`src/rtl/rate_lock_controller.sv`:
```
// Rate lock controller: acquires a stable rate from measured samples, tracks it
// while locked, and derives the high/low half rates for the recovery datapath.
module rate_lock_controller #(
    parameter int RATE_W  = 16,
    parameter int LOCK_W  = 4,
    parameter int TIMER_W = 20
) (
    input  logic               clk,
    input  logic               rst,
    input  logic               enable,
    input  logic [2:0]         cfg_mode,
    input  logic [1:0]         cfg_polarity,
    input  logic               cfg_odd_high,
    input  logic [RATE_W-1:0]  cfg_tolerance,
    input  logic [RATE_W-1:0]  cfg_min_rate,
    input  logic [LOCK_W-1:0]  cfg_lock_target,
    input  logic [LOCK_W-1:0]  cfg_violation_limit,
    input  logic [TIMER_W-1:0] cfg_pause_timeout,
    input  logic               sample_valid,
    input  logic [RATE_W-1:0]  sample_rate,
    output logic [1:0]         edge_sel,
    output logic               locked,
    output logic               paused,
    output logic               rate_update,
    output logic               violation,
    output logic [RATE_W-1:0]  locked_rate,
    output logic [RATE_W-1:0]  half_rate_high,
    output logic [RATE_W-1:0]  half_rate_low,
    output logic [2:0]         state
);

    typedef enum logic [2:0] {
        S_IDLE    = 3'd0,
        S_ACQUIRE = 3'd1,
        S_LOCKED  = 3'd2,
        S_PAUSED  = 3'd3
    } state_t;

    localparam logic [LOCK_W-1:0]  LOCK_ONE  = LOCK_W'(1);
    localparam logic [TIMER_W-1:0] TIMER_ONE = TIMER_W'(1);

    // |a - b| <= tol, evaluated one bit wider so the difference never wraps
    function automatic logic within_tol(input logic [RATE_W-1:0] a,
                                        input logic [RATE_W-1:0] b,
                                        input logic [RATE_W-1:0] tol);
        logic [RATE_W:0] diff;
        if (a >= b) diff = {1'b0, a} - {1'b0, b};
        else        diff = {1'b0, b} - {1'b0, a};
        return diff <= {1'b0, tol};
    endfunction

    // Returns {high, low}; split modes give the odd remainder to one half
    function automatic logic [2*RATE_W-1:0] split_rate(input logic [RATE_W-1:0] rate,
                                                       input logic single,
                                                       input logic odd_high);
        logic [RATE_W-1:0] base;
        base = rate >> 1;
        if (single)             return {rate, rate};
        else if (!rate[0])      return {base, base};
        else if (odd_high)      return {base + RATE_W'(1), base};
        else                    return {base, base + RATE_W'(1)};
    endfunction

    state_t              state_r, state_s;
    logic [2:0]          mode_r, mode_s;
    logic [1:0]          pol_r, pol_s;
    logic [RATE_W-1:0]   cand_r, cand_s;
    logic [LOCK_W-1:0]   match_cnt_r, match_cnt_s, viol_cnt_r, viol_cnt_s;
    logic [TIMER_W-1:0]  timer_r, timer_s;
    logic                locked_r, locked_s, paused_r, paused_s;
    logic                rate_update_r, rate_update_s, violation_r, violation_s;
    logic [RATE_W-1:0]   locked_rate_r, locked_rate_s, half_hi_r, half_hi_s, half_lo_r, half_lo_s;
    logic [LOCK_W-1:0]   lock_target_s, viol_limit_s;
    logic [RATE_W-1:0]   ref_s;
    logic                match_s, pause_mode_s;

    assign lock_target_s = (cfg_lock_target == '0) ? LOCK_ONE : cfg_lock_target;
    assign viol_limit_s  = (cfg_violation_limit == '0) ? LOCK_ONE : cfg_violation_limit;
    assign ref_s         = (state_r == S_ACQUIRE) ? cand_r : locked_rate_r;
    assign match_s       = within_tol(sample_rate, ref_s, cfg_tolerance);
    assign pause_mode_s  = mode_r[0];
    assign edge_sel      = (mode_r[2] || pol_r == 2'd0) ? 2'b11 :
                           (pol_r == 2'd1) ? 2'b01 : 2'b10;

    // Next-state, counter and output computation
    always_comb begin
        state_s       = state_r;
        mode_s        = mode_r;
        pol_s         = pol_r;
        cand_s        = cand_r;
        match_cnt_s   = match_cnt_r;
        viol_cnt_s    = viol_cnt_r;
        timer_s       = timer_r;
        locked_s      = locked_r;
        paused_s      = paused_r;
        locked_rate_s = locked_rate_r;
        rate_update_s = 1'b0;
        violation_s   = 1'b0;
        if (!enable) begin
            state_s     = S_IDLE;
            cand_s      = '0;
            match_cnt_s = '0;
            viol_cnt_s  = '0;
            timer_s     = '0;
            locked_s    = 1'b0;
            paused_s    = 1'b0;
        end else begin
            case (state_r)
                S_IDLE: begin
                    state_s = S_ACQUIRE;
                    mode_s  = (cfg_mode > 3'd5) ? 3'd0 : cfg_mode;
                    pol_s   = (cfg_polarity == 2'd3) ? 2'd0 : cfg_polarity;
                end
                S_ACQUIRE: begin
                    if (sample_valid) begin
                        if (match_cnt_r != '0 && match_s) begin
                            match_cnt_s = match_cnt_r + LOCK_ONE;
                        end else begin
                            cand_s      = sample_rate;
                            match_cnt_s = LOCK_ONE;
                        end
                        if (match_cnt_s >= lock_target_s) begin
                            state_s       = S_LOCKED;
                            locked_s      = 1'b1;
                            locked_rate_s = cand_s;
                            rate_update_s = 1'b1;
                            viol_cnt_s    = '0;
                            timer_s       = '0;
                        end else begin
                            state_s = S_ACQUIRE;
                        end
                    end else begin
                        state_s = S_ACQUIRE;
                    end
                end
                S_LOCKED, S_PAUSED: begin
                    if (!pause_mode_s)            timer_s = '0;
                    else if (sample_valid)        timer_s = '0;
                    else if (timer_r != '1)       timer_s = timer_r + TIMER_ONE;
                    else                          timer_s = timer_r;
                    if (sample_valid) begin
                        if (match_s) begin
                            viol_cnt_s = '0;
                            state_s    = S_LOCKED;
                            paused_s   = 1'b0;
                        end else if (pause_mode_s && sample_rate < (locked_rate_r >> 1)
                                     && sample_rate >= cfg_min_rate) begin
                            locked_rate_s = sample_rate;
                            rate_update_s = 1'b1;
                            viol_cnt_s    = '0;
                            state_s       = S_LOCKED;
                            paused_s      = 1'b0;
                        end else if (pause_mode_s && ({1'b0, sample_rate} >
                                     ({1'b0, locked_rate_r} + {1'b0, cfg_tolerance}))) begin
                            state_s = state_r;   // long gap between bursts, not an error
                        end else begin
                            violation_s = 1'b1;
                            viol_cnt_s  = viol_cnt_r + LOCK_ONE;
                            if (viol_cnt_s >= viol_limit_s) begin
                                state_s     = S_ACQUIRE;
                                locked_s    = 1'b0;
                                paused_s    = 1'b0;
                                match_cnt_s = '0;
                                viol_cnt_s  = '0;
                                timer_s     = '0;
                            end else begin
                                state_s = state_r;
                            end
                        end
                    end else if (pause_mode_s && state_r == S_LOCKED
                                 && timer_s >= cfg_pause_timeout) begin
                        state_s  = S_PAUSED;
                        paused_s = 1'b1;
                    end else begin
                        state_s = state_r;
                    end
                end
                default: begin
                    state_s = S_IDLE;
                end
            endcase
        end
        {half_hi_s, half_lo_s} = split_rate(locked_rate_s, (mode_s <= 3'd1), cfg_odd_high);
    end

    // State and registered outputs, asynchronously cleared by rst
    always_ff @(posedge clk or posedge rst) begin
        if (rst) begin
            state_r       <= S_IDLE;
            mode_r        <= 3'd0;
            pol_r         <= 2'd0;
            cand_r        <= '0;
            match_cnt_r   <= '0;
            viol_cnt_r    <= '0;
            timer_r       <= '0;
            locked_r      <= 1'b0;
            paused_r      <= 1'b0;
            rate_update_r <= 1'b0;
            violation_r   <= 1'b0;
            locked_rate_r <= '0;
            half_hi_r     <= '0;
            half_lo_r     <= '0;
        end else begin
            state_r       <= state_s;
            mode_r        <= mode_s;
            pol_r         <= pol_s;
            cand_r        <= cand_s;
            match_cnt_r   <= match_cnt_s;
            viol_cnt_r    <= viol_cnt_s;
            timer_r       <= timer_s;
            locked_r      <= locked_s;
            paused_r      <= paused_s;
            rate_update_r <= rate_update_s;
            violation_r   <= violation_s;
            locked_rate_r <= locked_rate_s;
            half_hi_r     <= half_hi_s;
            half_lo_r     <= half_lo_s;
        end
    end

    assign state          = state_r;
    assign locked         = locked_r;
    assign paused         = paused_r;
    assign rate_update    = rate_update_r;
    assign violation      = violation_r;
    assign locked_rate    = locked_rate_r;
    assign half_rate_high = half_hi_r;
    assign half_rate_low  = half_lo_r;

endmodule

```
`config.mk`:
```
export PLATFORM = sky130hd
export DESIGN_NAME = rate_lock_controller
export DESIGN_NICKNAME = d
export VERILOG_FILES = /design/src/rtl/rate_lock_controller.sv
export SDC_FILE = /design/constraint.sdc
export NUM_CORES = 1
export LEC_CHECK = 0
export ABC_CLOCK_PERIOD_IN_PS = 9300
export CORE_ASPECT_RATIO = 0.7
export CORE_UTILIZATION = 50
export CTS_CLUSTER_DIAMETER = 150
export CTS_CLUSTER_SIZE = 8
export DETAILED_ROUTE_END_ITERATION = 10
export GPL_ROUTABILITY_DRIVEN = 0
export PLACE_DENSITY_LB_ADDON = 0.2
export SLEW_MARGIN = 20
export SYNTH_ARGS = -nofsm -noshare
export SYNTH_HDL_FRONTEND = slang
export SYNTH_SLANG_ARGS = --single-unit
```
`constraint.sdc`:
```
create_clock -name clk -period 9.3 [get_ports clk]
set_input_delay 0.93 -clock clk [delete_from_list [all_inputs] [get_ports clk]]
set_output_delay 0.93 -clock clk [all_outputs]
set_load 0.02 [all_outputs]
```
==> results.yml <==
synth:
  syn_area_mm2: 0.0102
  synth_cell_types: 83
  netlist_instances: 1209
  async_flop_share_pct: 100
  synth_fp_nets: 1442
  ys_seq_area_share_pct: 25.3
  ys_dominant_reg_cell: "dfrtp_1"
  syn_avg_cell_area_um2: 8.42
  yosysWarnings: 0
  ys_ff_latch: 103
  synth_edf_count: 0
worst_setup_path:
  cp_slowest_stage_delay_ns: 0.55
  r2r_end: "half_rate_high[14]"
  timing.rr.start: "state[1]"
  critPathLaunchType: "input pin"
  cp_slowest_cell: "or4_4"
  cp.required_ns: 9.51
  endpoint_kind: "register"
  rr_worst_depth: 40
  crit_arrival_ns: 8.93
  worstSetupPathType: "input pin to register"
  rrSetupSlack_ns: 0.61
  crit_fanout: 12
sta:
  skew_ns: 0.0108
  finalCriticalPeriod_ns: 8.72
  finalSetupViolations: 0
  worstMarginPinSlew_ns: 1.02
  hold_viol: 0
  relSlewSlack_pct: 31.9
  slew_viol_final: 0
  clock.fmax_ghz: 0.115
  period_share_pct: 93.7
routing:
  antenna_left: 0
  routed_wl_um: 29200
  wire_per_inst_um: 17.8
  drc: 0
  drt-initial-drc-count: 836
  vias: 9504
  dr.pass1.iters: 8
  viasPerCell: 5.79
global_routing:
  overflow: 0
  grt_first_pass_wirelength_um: 46800
  grt_antenna_before_repair: 0
  grt_pass1_vias: 8947
  grt_usage_pct: 28.0
  grt_max_degree: 72
finish:
  antenna_cells: 0
  fin_util_pct: 62.3
  fillers: 1714
  drive_gt1_share_pct: 8.75
  final_common_cell: "ha_1"
  nNetsFinal: 1599
  syn_to_final_growth_pct: 21.6
  mostFrequentLayoutCells: "144 x ha_1, 141 x clkdlybuf4s50_1, 131 x inv_1"
status:
  status: "completed"
floorplanning:
  die_height_um: 121
  die_x_um: 173
  row_count: 43
  die-area_mm2: 0.0209
  initial_core_util_pct: 51.3
  num_io_pins: 143
  core_mm2: 0.0199
power_and_ir_drop:
  p_int_mw: 1.60
  pwr-share-clk_pct: 11.9
  switching_share_pct: 46.5
  p_sw_mw: 1.39
  total_power_mw: 2.99
  powerDensity_mw_per_mm2: 241
  power_frac_seq_pct: 21.9
  peakVddDrop_uv: 162
  leakage_nw: 6.17
  combPwrFrac_pct: 66.3
clocking:
  cts-root-buf: "clkbuf_16"
  path_clk_slew_ns: 0.07
  h-tree-depth: 3
  cts_made_buffers: 9
  worstSkewPairLatency_ns: 0.35
  clockBufferDepth: 2
  cts_tree: "built"
  clock_sinks: 103
  hold_buffers: 0
min_path:
  whs_path_depth: 2
  min_to: "mode_r[1]"
  hp-start: "mode_r[1]"
  min_path_type: "register to register"
placement:
  place_hpwl_um: 23100
  numPortBuffers: 141
flow_run:
  cap_violations: 0
## state kept, by name (all words and copies together), names as in the netlist
name            count
cand_r             16
half_rate_high     16
half_rate_low      16
locked              1
locked_rate        16
match_cnt_r         4
mode_r              3
paused              1
pol_r               2
rate_update         1
state               2
timer_r            20
viol_cnt_r          4
violation           1
## final cells by class
| type | count | area (um2) | area share [%] |
|---|---|---|---|
| flip-flops and latches | 103 | 2580 | 20.8 |
| clock buffers | 10 | 229 | 1.85 |
| clock inverters | 6 | 43.8 | 0.354 |
| repair buffers | 192 | 1800 | 14.5 |
| well taps | 270 | 338 | 2.73 |
| inverters | 136 | 513 | 4.14 |
| multi-input cells | 924 | 6880 | 55.6 |
## metrics by stage
step,setup TNS (ns),instances,setup WS (ns),instance area (um2),hold slack (ns)
6_report,0,1641,0.585,12400,0.502
5_1_grt,-0.0138,1641,-0.0138,12400,0.541
4_1_cts,0,1636,0.155,12300,0.506
3_5_place_dp,-0.328,1620,-0.154,12000,0.482
3_3_place_gp,0,1620,0.225,12000,0.472
2_1_floorplan,0,1209,0.642,10200,0.442
## power groups by stage
| stage | clock [mW] | combinational (mW) | sequential (mW) |
|---|---|---|---|
| detailed placement | 0 | 1.92 | 0.656 |
| global placement | 0 | 1.88 | 0.662 |
| CTS | 0.363 | 1.94 | 0.652 |
| global route | 0.381 | 2.16 | 0.662 |
| finish | 0.354 | 1.98 | 0.653 |
| floorplan | 0 | 1.18 | 0.740 |
## logic make-up (layout without fill, tap and decap cells)
logic type / after synthesis / after routing / synth area share, %
and+or+nand+nor: 360 / 361 / 17.6
adders and majority gates: 147 / 147 / 18.3
xor gates and xnor gates: 46 / 46 / 3.96
DFF: 103 / 103 / 25.3
muxes: 56 / 56 / 5.63
buffers and inverters: 183 / 344 / 7.47
other: 1 / 1 / 0.0368
AOI/OAI and AO/OA: 313 / 313 / 21.7
## critical path, delay by kind of cell
kind,cells,cell delay (ns)
compound gates,16,3.10
fa+ha+maj,3,0.96
mux,2,0.51
buf+inv,4,0.96
simple gates,13,2.48
## synthesized netlist by cell type (19+ instances only)
cell / count / area share, %
mux2i_1: 46 / 4.5
clkbuf_1: 31 / 1.1
xnor2_1: 23 / 2.0
nor2_1: 97 / 3.6
dfrtp_1: 103 / 25
and3_1: 23 / 1.4
a21o_1: 57 / 4.2
nand3_1: 31 / 1.5
inv_1: 132 / 4.9
nand4_1: 19 / 1.2
a21oi_1: 74 / 3.6
xor2_1: 23 / 2.0
nand2b_1: 22 / 1.4
nand2_1: 97 / 3.6
o21ai_0: 55 / 2.7
ha_1: 144 / 18
## metal layers
| layer | share of wire [%] | routed length (um) | up-vias | GRT usage [%] |
|---|---|---|---|---|
| li1 | - | - | 4592 | - |
| met1 | 49 | 14300 | 4480 | 42.4 |
| met2 | 41 | 11900 | 401 | 40.3 |
| met3 | 9.3 | 2720 | 31 | 6.42 |
| met4 | 0.90 | 264 | 0 | 4.52 |
| met5 | 0 | 0 | - | 0 |
## worst max-delay path by stage
stage / from / slack (ns) / end / cells past startpoint
2_1_floorplan: state[0] / 0.64 / half_rate_high[14] / 41
3_3_place_gp: sample_rate[4] / 0.22 / half_rate_high[14] / 38
3_5_place_dp: sample_rate[7] / -0.15 / half_rate_high[14] / 38
4_1_cts: state[1] / 0.16 / half_rate_high[14] / 40
5_1_grt: sample_rate[0] / -0.01 / half_rate_high[14] / 39
6_report: sample_rate[7] / 0.58 / half_rate_high[14] / 38
## what timing repair did
item | CTS | global route
gates resized for setup | 0 | 6
endpoints found under the setup margin | 0 | 24
setup buffers | 0 | 4
hold endpoints to repair | 0 | 0
Power figures use the tool's default switching activity.
